===== src/rtl/sync_to_count_pkg.sv =====
// rtl/sync_to_count_pkg.sv - shared 640x480 VGA timing constants and lock-state type
package sync_to_count_pkg;

    localparam int H_VISIBLE = 640;
    localparam int H_FRONT   = 16;
    localparam int H_SYNC    = 96;
    localparam int H_BACK    = 48;
    localparam int H_TOTAL   = H_VISIBLE + H_FRONT + H_SYNC + H_BACK;

    localparam int V_VISIBLE = 480;
    localparam int V_FRONT   = 10;
    localparam int V_SYNC    = 2;
    localparam int V_BACK    = 33;
    localparam int V_TOTAL   = V_VISIBLE + V_FRONT + V_SYNC + V_BACK;

    localparam int DEF_LOCK_FRAMES = 2;

    typedef enum logic [1:0] {
        LK_UNLOCKED = 2'd0,
        LK_ACQUIRE  = 2'd1,
        LK_LOCKED   = 2'd2
    } lock_state_e;

endpackage


===== src/rtl/sync_to_count_edge_detect.sv =====
// rtl/sync_to_count_edge_detect.sv - two-flop sync sampler with falling-edge event
module sync_edge_detect (
    input  logic i_Clk,
    input  logic i_Reset,
    input  logic i_Sync,
    output logic o_Sync,
    output logic o_Fall
);

    logic r_1_q;
    logic r_2_q;

    // Reset to idle-high so a sync already low at release still yields a fall event.
    always_ff @(posedge i_Clk) begin
        if (i_Reset) begin
            r_1_q <= 1'b1;
            r_2_q <= 1'b1;
        end else begin
            r_1_q <= i_Sync;
            r_2_q <= r_1_q;
        end
    end

    assign o_Sync = r_2_q;
    assign o_Fall = r_2_q & ~r_1_q;

endmodule


===== src/rtl/sync_to_count.sv =====
// rtl/sync_to_count.sv - regenerate H/V counts from incoming syncs and supervise lock
module sync_to_count
    import sync_to_count_pkg::*;
#(
    parameter int HMAX        = H_TOTAL,
    parameter int VMAX        = V_TOTAL,
    parameter int LOCK_FRAMES = DEF_LOCK_FRAMES
) (
    input  logic                    i_Clk,
    input  logic                    i_Reset,
    input  logic                    i_HSync,
    input  logic                    i_VSync,
    output logic                    o_HSync,
    output logic                    o_VSync,
    output logic [$clog2(HMAX)-1:0] o_H_count,
    output logic [$clog2(VMAX)-1:0] o_V_count,
    output logic                    o_Locked,
    output logic                    o_Frame_start,
    output logic                    o_Frame_end
);

    localparam int HW = $clog2(HMAX);
    localparam int VW = $clog2(VMAX);
    localparam int GW = $clog2(LOCK_FRAMES + 1);

    localparam logic [HW-1:0] H_LAST    = HW'(HMAX - 1);
    localparam logic [VW-1:0] V_LAST    = VW'(VMAX - 1);
    localparam logic [GW-1:0] GOOD_FULL = GW'(LOCK_FRAMES);

    logic h_fall;
    logic v_fall;

    sync_edge_detect u_hs_edge (
        .i_Clk   (i_Clk),
        .i_Reset (i_Reset),
        .i_Sync  (i_HSync),
        .o_Sync  (o_HSync),
        .o_Fall  (h_fall)
    );

    sync_edge_detect u_vs_edge (
        .i_Clk   (i_Clk),
        .i_Reset (i_Reset),
        .i_Sync  (i_VSync),
        .o_Sync  (o_VSync),
        .o_Fall  (v_fall)
    );

    logic [HW-1:0] h_q, h_d;
    logic [VW-1:0] v_q, v_d;
    logic          h_end;
    logic          frame_end;

    assign h_end     = (h_q == H_LAST);
    assign frame_end = h_end && (v_q == V_LAST);

    always_ff @(posedge i_Clk) begin
        if (i_Reset) begin
            h_q <= '0;
            v_q <= '0;
        end else begin
            h_q <= h_d;
            v_q <= v_d;
        end
    end

    // VSync fall beats HSync fall, which beats free-running.
    always_comb begin
        h_d = h_q;
        v_d = v_q;
        if (v_fall) begin
            h_d = '0;
            v_d = '0;
        end else if (h_fall || h_end) begin
            h_d = '0;
            v_d = (v_q == V_LAST) ? '0 : v_q + 1'b1;
        end else begin
            h_d = h_q + 1'b1;
        end
    end

    lock_state_e   state_q, state_d;
    logic [GW-1:0] good_q, good_d;
    logic [GW-1:0] good_inc;
    logic          timing_err;

    // Sync edges must land exactly where the free-running count expects them.
    always_comb begin
        timing_err = 1'b0;
        if (state_q != LK_UNLOCKED) begin
            timing_err = (h_fall && !h_end)
                      || (h_end && !h_fall)
                      || (v_fall && !frame_end)
                      || (frame_end && !v_fall);
        end
    end

    assign good_inc = good_q + GW'(1);

    always_ff @(posedge i_Clk) begin
        if (i_Reset) begin
            state_q <= LK_UNLOCKED;
            good_q  <= '0;
        end else begin
            state_q <= state_d;
            good_q  <= good_d;
        end
    end

    always_comb begin
        state_d = state_q;
        good_d  = good_q;
        case (state_q)
            LK_UNLOCKED: begin
                if (v_fall) begin
                    state_d = LK_ACQUIRE;
                    good_d  = '0;
                end
            end
            LK_ACQUIRE: begin
                if (timing_err) begin
                    state_d = LK_UNLOCKED;
                    good_d  = '0;
                end else if (v_fall) begin
                    good_d = good_inc;
                    if (good_inc == GOOD_FULL) begin
                        state_d = LK_LOCKED;
                    end
                end
            end
            LK_LOCKED: begin
                if (timing_err) begin
                    state_d = LK_UNLOCKED;
                    good_d  = '0;
                end
            end
            default: begin
                state_d = LK_UNLOCKED;
                good_d  = '0;
            end
        endcase
    end

    always_comb begin
        o_Locked      = (state_q == LK_LOCKED);
        o_Frame_start = o_Locked && (h_q == '0) && (v_q == '0);
        o_Frame_end   = o_Locked && frame_end;
    end

    assign o_H_count = h_q;
    assign o_V_count = v_q;

endmodule


===== config.mk =====
export PLATFORM = sky130hd
export DESIGN_NAME = sync_to_count
export DESIGN_NICKNAME = d
export VERILOG_FILES = /design/src/rtl/sync_to_count_pkg.sv /design/src/rtl/sync_to_count_edge_detect.sv /design/src/rtl/sync_to_count.sv
export SDC_FILE = /design/constraint.sdc
export NUM_CORES = 1
export LEC_CHECK = 0
export ABC_AREA = 1
export CELL_PAD_IN_SITES_DETAIL_PLACEMENT = 1
export CELL_PAD_IN_SITES_GLOBAL_PLACEMENT = 2
export CORE_MARGIN = 2
export CORE_UTILIZATION = 27
export DETAILED_ROUTE_END_ITERATION = 7
export PLACE_DENSITY = 0.88
export SLEW_MARGIN = 10
export SYNTH_ARGS = -nofsm -noshare
export SYNTH_HDL_FRONTEND = slang
export SYNTH_SLANG_ARGS = --single-unit

===== constraint.sdc =====
create_clock -name i_Clk -period 2.3 [get_ports i_Clk]
set_clock_uncertainty 0.1 [all_clocks]
set_input_delay 0.23 -clock i_Clk [delete_from_list [all_inputs] [get_ports i_Clk]]
set_output_delay 0.23 -clock i_Clk [all_outputs]
set_load 0.05 [all_outputs]

==> impl_metrics.tcl, run 1 <==
set metrics [dict create \
    ff2ff_setup_slack_ns 0.15 \
    final_common_cell "inv_1" \
    worstReg2RegEnd "o_V_count[9]$_SDFFE_PP0P_" \
    postSynthCellCount 194 \
    postPlaceCellArea_um2 1780 \
    hp-class "reg2reg" \
    yosysSeqAreaShare_pct 40.6 \
    cp-end-kind "register" \
    reg2reg_depth 14 \
    fmax_mhz 465 \
    setup_ws_ns 0.151 \
    clk_latency_ns 0.27 \
    outcome "complete, no violations" \
    track_usage_pct 12.7 \
    drive_above_1_share_pct 17.8 \
    hold_buffers 0 \
    synth_top_cell_area_share_pct 40.6 \
    grt_pass1_wl_um 5600 \
    dr.first_iter.drc_count 28 \
    min_to "u_vs_edge.o_Sync$_SDFF_PP1_" \
    ant_nets 0 \
    yosys.area.top_type "dfxtp_1" \
    yosys.area_share.simple_pct 30.6 \
    first_global_vias 1288 \
    leakagePower_nw 0.707 \
    hold_ws_ns 0.327 \
    met2_usage_pct 22.3 \
    crit_path_cell_trace "ha_2 -> nand2_2 -> nor2_4 -> nand2_2 -> nor2_4 -> inv_1 -> ha_2 -> inv_2 -> nand3_4 -> nor2_4 -> nand3_1 -> nor2_1 -> o21ai_0 -> a21oi_1" \
    synth_compound_area_share_pct 12.2 \
    avgViaCountPerCell 4.44 \
    busiest_layer "met2" \
    ys_warn_count 0 \
    clockRootBuffer "clkbuf_8" \
    path_max_fanout 5 \
    vias 1331 \
    worst_ep_required_time_ns 2.41 \
    irDropWorstVdd_v 0.000407 \
    synth_cell_type_count 25 \
    cts_inserted_buffers 3 \
    synth-edff-count 0 \
    die_area_um2 5700 \
    synth-seq-cells 28 \
    worstSetupPathType "reg2reg" \
    cts_tree "done" \
    r2r-start "o_H_count[0]$_SDFF_PP0_" \
    whs_path_depth 2 \
    clock_path_buffers 2 \
    num_rows 26 \
    yosys-top-cells-area "dfxtp_1 41%, inv_1 11%, nor2_1 9.0%" \
    final_area_um2 1890 \
    slew_headroom_pct 66.7 \
    die_w_um 75.5 \
    drc 0 \
    drv_cap 0 \
    antenna_found_initial 0 \
    io_pins 29 \
    clock_sinks 28 \
    core-area_um2 5010 \
    slew_violations 0 \
    synth_xor_area_share_pct 0 \
    grt_max_degree 16 \
    synthAdderAreaFrac_pct 5.44 \
    start_kind "register" \
    min_period_ns 2.15 \
    crit_family "simple AND/OR/NAND/NOR gates" \
    crit_buf_inv 2 \
    dr.pass1.iters 4 \
    synthArstFlopShare_pct 0 \
    numPortBuffers 28 \
    wl_um 3390 \
    syn_nets 204 \
    die_h_um 75.5 \
    min_from "u_vs_edge.r_1_q$_SDFF_PP1_" \
    floorplan.initialDensity_pct 27.5 \
    slowest_delay_ns 0.38 \
    diodes 0 \
    path_common_cell "nor2_4" \
    cp_slowest_cell "dfxtp_4" \
    setup_violations 0 \
    grtUsageMet1_pct 16.0 \
    fin_crit_sh_pct 93.4 \
    power_density_nw_per_um2 614 \
    netlist_area_um2 1380 \
    clkTransAtPathRegs_ns 0.10 \
    synth_top_family_by_area "simple AND/OR/NAND/NOR gates" \
    cp.arrival_ns 2.26 \
    ys.flop_type "dfxtp_1" \
    syn_to_final_growth_pct 36.8 \
    hold_violations 0 \
    final_cell_mix "38 x inv_1, 31 x nor2_1, 26 x clkdlybuf4s50_1, 22 x dfxtp_1, 16 x nand2_1" \
    place_ws_ns 0.00290 \
    grt.met3_usage_pct 3.17 \
    wire_per_inst_um 11.3 \
    syn_avg_cell_area_um2 7.11 \
    muxShareOfSynthArea_pct 0 \
    place_hpwl_um 2740 \
    tightestPinTransition_ns 0.498 \
    nNetsFinal 241 \
    cts_htree_levels 1 \
    routabilityCongestion 0.837 \
    overflow 0 \
    tns_ns 0 \
]
how the worst max path moves through the flow:
stage | startpoint | to | slack (ns) | depth (start not counted)
2_1_floorplan | o_H_count[9]$_SDFF_PP0_ | o_V_count[9]$_SDFFE_PP0P_ | 0.008 | 13
3_3_place_gp | o_H_count[0]$_SDFF_PP0_ | o_V_count[9]$_SDFFE_PP0P_ | 0.12 | 14
3_5_place_dp | o_H_count[0]$_SDFF_PP0_ | o_V_count[9]$_SDFFE_PP0P_ | 0.003 | 14
4_1_cts | o_H_count[0]$_SDFF_PP0_ | o_V_count[9]$_SDFFE_PP0P_ | 0.01 | 14
5_1_grt | o_H_count[0]$_SDFF_PP0_ | o_V_count[9]$_SDFFE_PP0P_ | -0.04 | 14
6_report | o_H_count[0]$_SDFF_PP0_ | o_V_count[9]$_SDFFE_PP0P_ | 0.15 | 14
cell usage after synthesis, types with 2 or more instances:
| library cell | n |
|---|---|
| inv_2 | 2 |
| nand3_1 | 11 |
| nor4_1 | 2 |
| nor2_1 | 33 |
| nand2_2 | 6 |
| inv_1 | 39 |
| dfxtp_1 | 28 |
| nand4_1 | 3 |
| a21oi_1 | 13 |
| nor3b_1 | 2 |
| nand2_1 | 17 |
| ha_1 | 6 |
| o21ai_0 | 10 |
| nor2_2 | 5 |
| o211ai_1 | 2 |
| or2_2 | 2 |
| nor3_1 | 5 |
through the flow:
stage	power [mW]	util, %	cells
finish	1.16	37.7	300
global placement	0.898	35.6	293
CTS	1.19	36.5	297
detailed placement	0.904	35.6	293
global route	1.25	37.7	300
floorplan	0.815	-	194
flip-flops by register name, summed over array words and instances, names as in the netlist:
name and cells:
o_V_count 10, u_vs_edge.r_1_q 1, u_hs_edge.r_1_q 1, good_q 2
o_H_count 10, u_hs_edge.o_Sync 1, u_vs_edge.o_Sync 1, state_q 2
worst reg2reg max path, delay by kind of cell (launching register included):
kind                     cells  cell delay, ns
AO/OA/AOI/OAI                2            0.21
AND/OR/NAND/NOR              8            0.84
buffers and inverters        2            0.17
flip-flops                   1            0.38
adder cells (fa/ha/maj)      2            0.38
final cells by class:
class | count | area (um2)
Fill cell | 656 | 3120
Multi-Input combinational cell | 125 | 711
Sequential cell | 28 | 573
Timing Repair Buffer | 32 | 318
Inverter | 41 | 154
Tap cell | 70 | 87.6
Clock buffer | 3 | 41.3
Clock inverter | 1 | 3.75
layer usage:
| metal | wire (um) | up-vias |
|---|---|---|
| met5 | 0 | - |
| met2 | 1610 | 18 |
| met4 | 25 | 0 |
| li1 | - | 696 |
| met1 | 1680 | 615 |
| met3 | 84 | 2 |
timing repair:
action | 4_1_cts | 5_1_grt
pin swaps | 0 | 3
resized for setup | 1 | 9
buffers inserted | 0 | 3
endpoints found under the setup margin | 2 | 4
logic make-up after synthesis:
kind of cell    Yosys count
simple gates             89
buf+inv                  41
compound gates           30
flops                    28
fa+ha+maj                 6
power by group:
group          internal [mW]  switching, mW  total, mW  leakage, nW
combinational          0.118          0.222      0.340        0.453
clock                  0.120          0.149      0.269       0.0231
sequential             0.522         0.0284      0.551        0.231
Power figures use the tool's default switching activity.
==> inputs of run 2 (changes only) <==
==> constraint.sdc (replaced) <==
create_clock -name i_Clk -period 2.3 [get_ports i_Clk]
set_clock_uncertainty 0.1 [all_clocks]
set_input_delay 0.46 -clock i_Clk [delete_from_list [all_inputs] [get_ports i_Clk]]
set_output_delay 0.46 -clock i_Clk [all_outputs]
set_load 0.05 [all_outputs]
==> impl_metrics.tcl, run 2 (synthesis gave the netlist of run 1 again) <==
set metrics [dict create \
    ant_nets 0 \
    syn_to_final_growth_pct 39.5 \
    clock_sinks 28 \
    cts_inserted_buffers 3 \
    tightestPinTransition_ns 0.497 \
    first_global_vias 1290 \
    worst_ep_required_time_ns 1.74 \
    core-area_um2 5010 \
    ff2ff_setup_slack_ns 0.19 \
    final_cell_mix "38 x inv_1, 29 x nor2_1, 25 x clkdlybuf4s50_1, 22 x dfxtp_1, 15 x nand2_1" \
    place_hpwl_um 2780 \
    clkTransAtPathRegs_ns 0.09 \
    nFillCells 635 \
    path_max_fanout 6 \
    dr.first_iter.drc_count 35 \
    clk_latency_ns 0.27 \
    drc 0 \
    die_area_um2 5700 \
    final_common_cell "inv_1" \
    hold_violations 0 \
    fmax_mhz 454 \
    avgViaCountPerCell 4.48 \
    grt_pass1_wl_um 5710 \
    power_mw 1.18 \
    dr.pass1.iters 4 \
    power_density_nw_per_um2 613 \
    hold_buffers 0 \
    worstReg2RegEnd "o_V_count[9]$_SDFFE_PP0P_" \
    hold_ws_ns 0.332 \
    crit_family "buffers and inverters" \
    setup_violations 0 \
    slew_headroom_pct 66.8 \
    leakagePower_nw 0.718 \
    clock_path_buffers 2 \
    reg2reg_depth 14 \
    whs_path_depth 2 \
    crit_buf_inv 1 \
    cts_htree_levels 1 \
    track_usage_pct 13.0 \
    grt_max_degree 16 \
    outcome "complete, no violations" \
    drive_above_1_share_pct 20.3 \
    vias 1348 \
    min_period_ns 2.20 \
    numPortBuffers 28 \
    min_from "u_vs_edge.r_1_q$_SDFF_PP1_" \
    cp-end-kind "primary output" \
    start_kind "register" \
    overflow 0 \
    min_to "u_vs_edge.o_Sync$_SDFF_PP1_" \
    die_h_um 75.5 \
    cp.arrival_ns 1.64 \
    io_pins 29 \
    antenna_found_initial 0 \
    cp_slowest_cell "clkdlybuf4s50_1" \
    clockRootBuffer "clkbuf_8" \
    diodes 0 \
    routabilityCongestion 0.799 \
    slew_violations 0 \
    wl_um 3460 \
    slowest_delay_ns 0.86 \
    wire_per_inst_um 11.5 \
    rsz0062_at_grt "no" \
    hp-class "reg2reg" \
    num_rows 26 \
    die_w_um 75.5 \
    cts_tree "done" \
    irDropWorstVdd_v 0.000335 \
    multi_input_area_um2 728 \
    drv_cap 0 \
    register_area_um2 573 \
    fin_crit_sh_pct 95.8 \
    r2r-start "o_H_count[0]$_SDFF_PP0_" \
    crit_path_cell_trace "clkdlybuf4s50_1" \
    nNetsFinal 242 \
    worstSetupPathType "reg2out" \
    floorplan.initialDensity_pct 27.5 \
]
-- run 2: how the worst max path moves through the flow --
stage | start | end | slack (ns) | depth (start not counted)
after floorplan | state_q[1]$_SDFFE_PP0P_ | o_Frame_start | -0.01 | 4
after global placement | o_H_count[0]$_SDFF_PP0_ | o_V_count[9]$_SDFFE_PP0P_ | 0.13 | 14
after detailed placement | o_H_count[0]$_SDFF_PP0_ | o_V_count[9]$_SDFFE_PP0P_ | 0.04 | 14
after CTS | o_H_count[0]$_SDFF_PP0_ | o_V_count[9]$_SDFFE_PP0P_ | 0.009 | 14
after global routing | o_H_count[0]$_SDFF_PP0_ | o_V_count[9]$_SDFFE_PP0P_ | 0.003 | 14
final | o_V_count[3]$_SDFFE_PP0P_ | o_V_count[3] | 0.1 | 1
-- run 2: layout make-up --
| cell class | count | share of cell area (%) |
|---|---|---|
| Timing Repair Buffer | 33 | 17.4 |
| Tap cell | 70 | 4.55 |
| Multi-Input combinational cell | 125 | 37.8 |
| Sequential cell | 28 | 29.8 |
| Inverter | 41 | 8.12 |
| Clock inverter | 1 | 0.195 |
| Clock buffer | 3 | 2.14 |
-- run 2: timing repair --
| action | in CTS | in global routing |
|---|---|---|
| gates resized for setup | 0 | 15 |
| buffers inserted | 0 | 2 |
| setup endpoints to repair | 0 | 7 |
-- run 2: metrics by stage --
stage / setup WS, ns / util, % / cells / instance area [um2] / TNS [ns]
after detailed placement: 0.0385 / 36.1 / 295 / 1810 / 0
after CTS: 0.00865 / 37.0 / 299 / 1860 / 0
after global routing: 0.00291 / 38.4 / 301 / 1930 / 0
after global placement: 0.128 / 36.1 / 295 / 1810 / 0
final: 0.0959 / 38.4 / 301 / 1930 / 0
after floorplan: -0.0101 / - / 194 / 1400 / -0.0101
-- run 2: metal layers --
layer  track usage, %  part of all wire, %  wire (um)
met1             18.1                   49       1690
met2             20.7                   48       1650
met3             1.98                  2.6         89
met4             4.09                 0.98         34
met5                0                    0          0
-- run 2: report_power, final --
group / switching (mW) / total [mW] / internal [mW]
clock: 0.150 / 0.270 / 0.120
sequential: 0.0284 / 0.551 / 0.522
combinational: 0.231 / 0.360 / 0.129
